File: src/rtl/dot_matrix_scanner.sv
// rtl/dot_matrix_scanner.sv - multiplexed row-scan driver for side-by-side LED dot-matrix panels
//
// Double-buffered frame store, loaded row by row; buffers swap only at a frame
// boundary so a displayed frame is never torn. Selected panels blink from an
// internal divider of the scan clock.
//
// Ports:
//   clk_10000Hz    in   scan clock, one row per cycle
//   reset          in   synchronous, active-high
//   wr_valid       in   write request for the back buffer
//   wr_ready       out  back buffer accepts writes (~reset & ~commit_pending)
//   wr_row         in   row index to write
//   wr_data        in   row pixels, panel 0 in MSBs, MSB = leftmost
//   commit         in   pulse: request swap at next frame end
//   commit_pending out  swap requested, not yet done
//   blink_en       in   enable blinking
//   blink_mask     in   bit p=1: panel p blinks
//   dot_row        out  row select, row 0 = MSB
//   dot_col        out  column data, 1 = LED on
//   frame_start    out  high while row 0 is displayed
module dot_matrix_scanner #(
  parameter int PANELS         = 2,
  parameter int ROWS           = 8,
  parameter int COLS           = 8,
  parameter int ROW_ACTIVE_LOW = 1,
  parameter int BLINK_HALF     = 2500
) (
  input  logic                      clk_10000Hz,
  input  logic                      reset,
  input  logic                      wr_valid,
  output logic                      wr_ready,
  input  logic [$clog2(ROWS)-1:0]   wr_row,
  input  logic [PANELS*COLS-1:0]    wr_data,
  input  logic                      commit,
  output logic                      commit_pending,
  input  logic                      blink_en,
  input  logic [PANELS-1:0]         blink_mask,
  output logic [ROWS-1:0]           dot_row,
  output logic [PANELS*COLS-1:0]    dot_col,
  output logic                      frame_start
);

  localparam int W  = PANELS * COLS;
  localparam int RW = $clog2(ROWS);
  localparam int BW = (BLINK_HALF > 1) ? $clog2(BLINK_HALF) : 1;

  localparam logic [RW-1:0]   LAST_ROW   = RW'(ROWS - 1);
  localparam logic [BW-1:0]   BLINK_LAST = BW'(BLINK_HALF - 1);
  // Idle level of every row line; XOR with a one-hot select gives the driven pattern.
  localparam logic [ROWS-1:0] ROW_IDLE   = {ROWS{ROW_ACTIVE_LOW != 0}};

  logic [W-1:0]    buf0 [ROWS];
  logic [W-1:0]    buf1 [ROWS];
  logic            front_sel;   // 0: buf0 is displayed, 1: buf1 is displayed
  logic [RW-1:0]   scan_row;
  logic [BW-1:0]   blink_cnt;
  logic            phase;       // free-running blink phase, 1 = on
  logic            phase_f;     // phase frozen for the whole displayed frame

  logic [ROWS-1:0] row_sel;
  logic [W-1:0]    front_row;
  logic [W-1:0]    col_mask;
  logic            wr_fire;
  logic            at_end;

  assign wr_ready = ~reset & ~commit_pending;
  assign wr_fire  = wr_valid & wr_ready;
  assign at_end   = (scan_row == LAST_ROW);

  always_comb begin
    row_sel = '0;
    // Row 0 sits in the MSB of dot_row.
    row_sel[LAST_ROW - scan_row] = 1'b1;

    front_row = front_sel ? buf1[scan_row] : buf0[scan_row];

    col_mask = '1;
    for (int p = 0; p < PANELS; p++) begin
      if (blink_mask[p] && !phase_f) begin
        col_mask[(PANELS-1-p)*COLS +: COLS] = '0;
      end
    end
  end

  always_ff @(posedge clk_10000Hz) begin
    if (reset) begin
      scan_row       <= '0;
      dot_row        <= ROW_IDLE;
      dot_col        <= '0;
      frame_start    <= 1'b0;
      commit_pending <= 1'b0;
      front_sel      <= 1'b0;
      blink_cnt      <= '0;
      phase          <= 1'b1;
      phase_f        <= 1'b1;
      for (int r = 0; r < ROWS; r++) begin
        buf0[r] <= '0;
        buf1[r] <= '0;
      end
    end else begin
      // ROWS is a power of two, so the natural wrap of scan_row is the row wrap.
      scan_row    <= scan_row + 1'b1;
      dot_row     <= ROW_IDLE ^ row_sel;
      dot_col     <= front_row & col_mask;
      frame_start <= (scan_row == '0);

      // Writes always target the buffer that is not displayed.
      if (wr_fire) begin
        if (front_sel) buf0[wr_row] <= wr_data;
        else           buf1[wr_row] <= wr_data;
      end

      // A commit seen during the swap cycle is only ignored if already pending,
      // so a fresh commit there is deferred to the following frame end.
      if (at_end && commit_pending) begin
        front_sel      <= ~front_sel;
        commit_pending <= 1'b0;
      end else if (commit && !commit_pending) begin
        commit_pending <= 1'b1;
      end

      if (!blink_en) begin
        blink_cnt <= '0;
        phase     <= 1'b1;
      end else if (blink_cnt == BLINK_LAST) begin
        blink_cnt <= '0;
        phase     <= ~phase;
      end else begin
        blink_cnt <= blink_cnt + 1'b1;
      end

      if (at_end) begin
        phase_f <= phase;
      end
    end
  end

endmodule

File: config.mk
export PLATFORM = sky130hd
export DESIGN_NAME = dot_matrix_scanner
export DESIGN_NICKNAME = d
export VERILOG_FILES = /design/src/rtl/dot_matrix_scanner.sv
export SDC_FILE = /design/constraint.sdc
export NUM_CORES = 1
export LEC_CHECK = 0
export BUFFER_PORTS_ARGS = -buffer_cell sky130_fd_sc_hd__buf_2
export CAP_MARGIN = 20
export CORE_MARGIN = 5
export CORE_UTILIZATION = 35
export CTS_CLUSTER_DIAMETER = 200
export DETAILED_ROUTE_END_ITERATION = 8
export PLACE_DENSITY = 0.51
export SYNTH_ARGS = -nofsm -noshare
export SYNTH_HDL_FRONTEND = slang
export SYNTH_SLANG_ARGS = --single-unit
File: constraint.sdc
create_clock -name clk_10000Hz -period 2.35 [get_ports clk_10000Hz]
set_input_delay 0.47 -clock clk_10000Hz [delete_from_list [all_inputs] [get_ports clk_10000Hz]]
set_output_delay 0.47 -clock clk_10000Hz [all_outputs]
set_load 0.01 [all_outputs]
* Word level (Yosys, flattened, before mapping)
Memory sizes are Yosys's and may differ from the RTL's. A register that Yosys moved wholly into a read port is not among the register bits. Index checks and enable logic that the tools add are counted.
Storage, ports and cells: output and inout port bits 27, logic and storage cells 63, register bits after elaboration 44, memory bits (writable) 256, memories kept 2
Cells by class: bitwise gates (word level) 9, muxes and demuxes 23, reduce and logical (&&, ||, !) cells 13, add/subtract/negate cells 3, $lt $le $gt $ge 2, equality and inequality tests 2
Memory list:
- buf0 | words 8, width 16, read ports 1, clocked after memory_dff 1, wr ports 8, RTL line 52 | logic [W-1:0] buf0 [ROWS];
- buf1 | words 8, width 16, read ports 1, clocked after memory_dff 1, wr ports 8, RTL line 53 | logic [W-1:0] buf1 [ROWS];
Operators with widths (count):
- $mux 16 | 3
- $reduce_or 16->1 | 2
- $and 16x16->16 | 1
- $mux 8 | 2
- $mux 1 | 13
- $add 12x1->12 const B | 1
- $eq 12x12->1 const B | 1
- $mux 3 | 4
- $not 8->8 | 1
- $logic_and 1x1->1 | 5
- $not 1->1 | 5
- $lt 3x4->1 const B | 1
- $reduce_or 2->1 | 2
- $add 3x1->3 const B | 1
- $demux 1 s3 | 1
- $eq 3x3->1 const B | 1
- $ge 3x1->1 const B | 1
- $logic_not 3->1 | 1
- $reduce_or 3->1 | 1
- $sub 3x3->3 const A | 1
- $and 1x1->1 | 2
- $logic_not 1->1 | 2

* Longest topological paths before layout
Gate-level depths: netlist of the first run.
depth in word-level cells 8, gate-level depth with buffers 7, depth with buffers taken out 5

* Least setup slack after synthesis of the first run
OpenSTA, ideal clock, no wires.
path kind in2reg, from input reset, to memory buf0[1][0] (netlist name) (enable), arrival 2.121 ns, stages on the path 3, setup time 0.411 ns, buffers on the path 0, data required time 1.939 ns, path slack -0.182 ns, cell sequence nor3b_4 -> nand2_4 -> o21ai_0
RTL lines:
- start: declaration | RTL line 29 | input logic reset,
- end: declaration | RTL line 52

==> flow_summary.ini, run 1 <==
[finish]
most-common-layout-cells = 256 x edfxtp_1, 242 x and2_1, 52 x buf_2, 48 x mux4_2, 43 x nand3_1
layout_commonest_cell = edfxtp_1
fin_nets = 1030
fill_cells = 3475
multi_input_area_um2 = 4481
layout.cells.non_filler = 1536
diodes = 0
seq_area_um2 = 8577
final_util = 0.4061
area_growth_pct = 14.15
drive_gt1_frac = 0.2215

[global_routing]
antenna_found_initial = 3
grt_pass1_wl_um = 52490
grt.total_usage = 0.1697
grt_pass1_vias = 7664
grt-ovfl-total = 0
grt_start_max_net_pins = 56

[logic_synthesis]
synthDistinctLibCells = 38
syn-instance-count = 942
avgSynthCellArea_um2 = 14.26
synth.largest_area_cell = edfxtp_1
syn_nets = 972
seq_area_frac_synth = 0.6379
syn_area_um2 = 13430
synth_area_leaders = edfxtp_1 57%, and2_1 11%, mux4_2 8.0%
synth_seq_cells = 300
synth_top_area_share = 0.5723
ys_warn_count = 0

[setup_path]
cp-start-kind = flop
r2r_cells = 5
cp.arrival_ns = 2.39
crit_path_end_kind = flop
cp_data_required_time_ns = 2.74
crit_type = reg -> reg
timing.rr.end = dot_col[14]
worst-path-max-fanout = 21
endpoint = dot_col[14]
critPathLaunch = scan_row[0]
rr_startpoint = scan_row[0]
regToRegSetupSlack_ns = 0.34

[clock_network]
clk_pin_slew_ns = 0.06
cts_hold_buf = 0
htree_levels = 2
clock_tree.buffer_depth = 3
cts_made_buffers = 36
cts_tree = built
clk-insertion-delay-late_ns = 0.51
clockRootBuffer = clkbuf_16
clock-sinks = 300
cts_setup_buffers = 0
ctsResizeCount = 0

[timing]
max_freq_mhz = 498.3
hold_viol_final = 0
slew_violations = 0
rsz0062_at_grt = false
min_period_ns = 2.007
finClkSkew_ns = 0.01050
period_share = 0.8539
tightestPinTransition_ns = 1.093
setup_ws_ns = 0.3434
setup_viol = 0
slew_headroom = 0.2697

[placed_design]
portBuffers = 52
dpl.cell_count = 1473
hpwl_um = 22930
gp_congestion = 0.8876
place_ws_ns = 0.2519

[drt]
num_vias = 7544
wl_per_cell_um = 23.02
ant_nets = 0
vias_per_cell = 4.911
drt_pass1_iterations = 4
drc = 0
totalWireLength_um = 35360
first_iter_violations = 481

[die]
ios = 53
die_h_um = 205.9
die_x_um = 205.9
start_util = 0.3558
core_area_um2 = 37760
rows = 71
die_area_um2 = 42390

[power]
leakage_nw = 5.485
vdd_drop_max_v = 0.0003745
power.total_mw = 12.08
power_density_nw_per_um2 = 787.7

[worst_hold_path]
worstHoldPathType = in -> reg
whs_path_depth = 3

[run_status]
status = finished clean

[run]
drv_cap = 0
==> how the worst min path moves through the flow <==
| stage | startpoint | slack (ns) | endpoint |
|---|---|---|---|
| 2_1_floorplan | blink_cnt[0] | 0.43 | blink_cnt[0] |
| 3_3_place_gp | blink_cnt[0] | 0.45 | blink_cnt[0] |
| 3_5_place_dp | blink_cnt[0] | 0.45 | blink_cnt[0] |
| 4_1_cts | commit | 0.19 | commit_pending |
| 5_1_grt | commit | 0.21 | commit_pending |
| 6_report | commit | 0.20 | commit_pending |
==> cells in the mapped netlist <==
cell,number
inv_1,6
and2_1,242
nor2b_1,4
nor2_1,36
and2_4,10
nor3_1,5
xnor2_1,8
mux4_2,48
nor3b_4,1
and2_2,6
nor4_1,2
dfxtp_1,44
nand4_1,17
xor2_1,4
and2b_1,1
edfxtp_1,256
nand2b_4,2
nand2_4,5
buf_6,8
and3b_1,1
or2_2,4
clkbuf_2,4
and3_1,4
nand3b_1,2
buf_4,9
o21ai_0,12
nand2b_1,2
o211ai_1,16
buf_2,12
buf_1,2
nor3_4,4
nor2_4,12
ha_1,4
nand3_1,43
mux2i_1,34
nand2_1,39
clkbuf_1,32
nor4bb_1,1
==> through the flow <==
step                      TNS, ns  cell area, um^2  hold slack [ns]
final                           0            15330           0.2012
after global routing            0            15330           0.2125
after CTS                       0            15330           0.1879
after detailed placement        0            14270           0.4531
after global placement          0            14270           0.4479
after floorplan            -31.47            13430           0.4260
==> area by class of cell <==
type | instances | area share
Sequential cell | 300 | 0.5594
Multi-Input combinational cell | 569 | 0.2922
Clock buffer | 53 | 0.06626
Tap cell | 511 | 0.04170
Timing Repair Buffer | 87 | 0.03574
Clock inverter | 10 | 0.003183
Inverter | 6 | 0.001469
==> cells by family after synthesis <==
kind of cell | Yosys count | synth area share
xor gates and xnor gates | 12 | 0.007825
buffers and inverters | 73 | 0.02888
muxes | 82 | 0.1058
and+or+nand+nor | 443 | 0.2024
adders and majority gates | 4 | 0.003726
AOI/OAI and AO/OA | 28 | 0.01341
DFF | 300 | 0.6379
==> report_power, final <==
part           switching [mW]  total, mW  internal [mW]
logic                   0.581      0.905          0.324
clock network            2.09       5.08           2.99
registers               0.119       6.10           5.98
total                    2.79       12.1           9.29
==> registers in the layout, indices dropped and copies added (netlist names) <==
name and count:
buf1 128, frame_start 1, dot_row 8, phase 1, commit_pending 1, front_sel 1, dot_col 16, phase_f 1
blink_cnt 12, buf0 128, scan_row 3
==> critical path, cell delays in order (launching register included) <==
cell	delay, ns
dfxtp_4	0.60
buf_4	0.23
buf_4	0.16
mux4_2	0.50
nor2_1	0.24
o211ai_1	0.14
==> metal layers <==
layer | routed length [um] | track usage | part of all wire
met5 | 0 | 0 | 0
met3 | 1885 | 0.02840 | 0.053
met2 | 17180 | 0.2859 | 0.49
met4 | 653 | 0.03969 | 0.018
met1 | 15640 | 0.2319 | 0.44
No activity file was read; power rests on OpenSTA's default activity.
==> inputs of run 2 (changes only) <==
--- a/config.mk
+++ b/config.mk
@@ -12,2 +12,3 @@
 export CTS_CLUSTER_DIAMETER = 200
+export CTS_CLUSTER_SIZE = 24
 export DETAILED_ROUTE_END_ITERATION = 8
==> constraint.sdc (replaced) <==
create_clock -name clk_10000Hz -period 2.35 [get_ports clk_10000Hz]
set_input_delay 0.235 -clock clk_10000Hz [delete_from_list [all_inputs] [get_ports clk_10000Hz]]
set_output_delay 0.235 -clock clk_10000Hz [all_outputs]
set_load 0.01 [all_outputs]
==> flow_summary.ini, run 2 (synthesized netlist as in run 1, its figures left out) <==
[run_status]
status = finished clean

[clock_network]
htree_levels = 1
clock-sinks = 300
cts_tree = built
clk-insertion-delay-late_ns = 0.51
cts_setup_buffers = 0
clk_pin_slew_ns = 0.10
clockRootBuffer = clkbuf_16
clock_tree.buffer_depth = 3
cts_made_buffers = 16

[power]
vdd_drop_max_v = 0.0003570
leakage_nw = 5.212
power_density_nw_per_um2 = 682.4

[finish]
drive_gt1_frac = 0.2044
largestRegisters = buf0: 128 flops, buf1: 128 flops, dot_col: 16 flops
layout.cells.non_filler = 1504
most-common-layout-cells = 256 x edfxtp_1, 242 x and2_1, 52 x buf_2, 48 x mux4_2, 43 x nand3_1
fin_nets = 1013
final_util = 0.3916
area_growth_pct = 10.07
diodes = 0
layout_commonest_cell = edfxtp_1

[timing]
worst_hold_slack_ns = 0.03209
hold_viol_final = 0
tns_ns = 0
max_freq_mhz = 520.1
slew_headroom = 0.2991
rsz0062_at_grt = false
min_period_ns = 1.923
setup_viol = 0
tightestPinTransition_ns = 1.046
slew_violations = 0
period_share = 0.8182
finClkSkew_ns = 0.03301

[global_routing]
grt_use_met2 = 0.2635
grt_pass1_wl_um = 50670
grt_pass1_vias = 7304
grtUsageMet3 = 0.01773
antenna_found_initial = 0
grt.busiest_layer = met2
grt.total_usage = 0.1632
grt_start_max_net_pins = 38
met1_usage = 0.2426
grt-ovfl-total = 0

[die]
die_h_um = 205.9
ios = 53
core_area_um2 = 37760
die_area_um2 = 42390
start_util = 0.3558
rows = 71
die_x_um = 205.9

[drt]
vias_per_cell = 4.902
first_iter_violations = 552
drt_pass1_iterations = 4
drc = 0
ant_nets = 0
wl_per_cell_um = 23.26
totalWireLength_um = 34990
num_vias = 7373

[setup_path]
cp-start-kind = flop
worst-path-max-fanout = 16
cp.arrival_ns = 2.07
crit_path_end_kind = flop
crit_type = reg -> reg
cp_data_required_time_ns = 2.50

[run]
drv_cap = 0

[placed_design]
hpwl_um = 22840
dpl.cell_count = 1474
portBuffers = 52
gp_congestion = 0.8140

[worst_hold_path]
worstHoldPathType = in -> reg
==> run 2: cell types whose count changed in the layout (fill, tap and decap cells not counted), sizes merged <==
cell,previous run,this run
clkbuf,53,27
clkinv,9,1
buf,87,89
dlygate4sd3,0,1
inv,7,6
==> run 2: power breakdown <==
group	internal [mW]	switching [mW]
clock network	1.38	1.74
registers	5.96	0.0979
logic	0.329	0.578
==> run 2: metrics by stage <==
stage	cell area, um^2	setup WS (ns)	total power [mW]
floorplan	13430	-0.1033	6.667
detailed placement	14290	0.3977	7.110
global route	14780	0.3384	10.42
global placement	14290	0.4100	7.112
CTS	14780	0.4225	10.18
finish	14780	0.4271	10.09
==> run 2: area by class of cell <==
class | instances | area (um^2)
clock inverter | 1 | 16.27
timing repair buffer | 90 | 585.6
clock buffer | 27 | 462.9
fill | 3550 | 22970
sequential | 300 | 8577
tap | 511 | 639.4
multi-input combinational | 569 | 4481
inverter | 6 | 22.52
==> run 2: worst paths after layout <==
path	from	to	slack, ns	cells past startpoint
min	blink_en	phase	0.03	3
max	commit_pending	buf1[2][8]	0.43	4
min reg2reg	blink_cnt[0]	blink_cnt[0]	0.46	1
max reg2reg	commit_pending	buf1[2][8]	0.43	4
==> run 2: critical path, stage by stage, from the launching register on <==
cell,delay (ns)
dfxtp_1,0.42
nor2_1,0.34
nand2_4,0.17
nor3_4,0.16
or2_2,0.45
==> run 2: layer usage <==
metal	vias to the layer above	share of wire
met2	139	0.47
met3	30	0.034
met1	3751	0.48
li1	3453	-
met4	0	0.017
met5	-	0
==> run 2: repair_timing <==
| action | in CTS | in global routing |
|---|---|---|
| gates resized for setup | 0 | 0 |
| endpoints found under the hold margin | 1 | 0 |
| hold buffers | 1 | 0 |
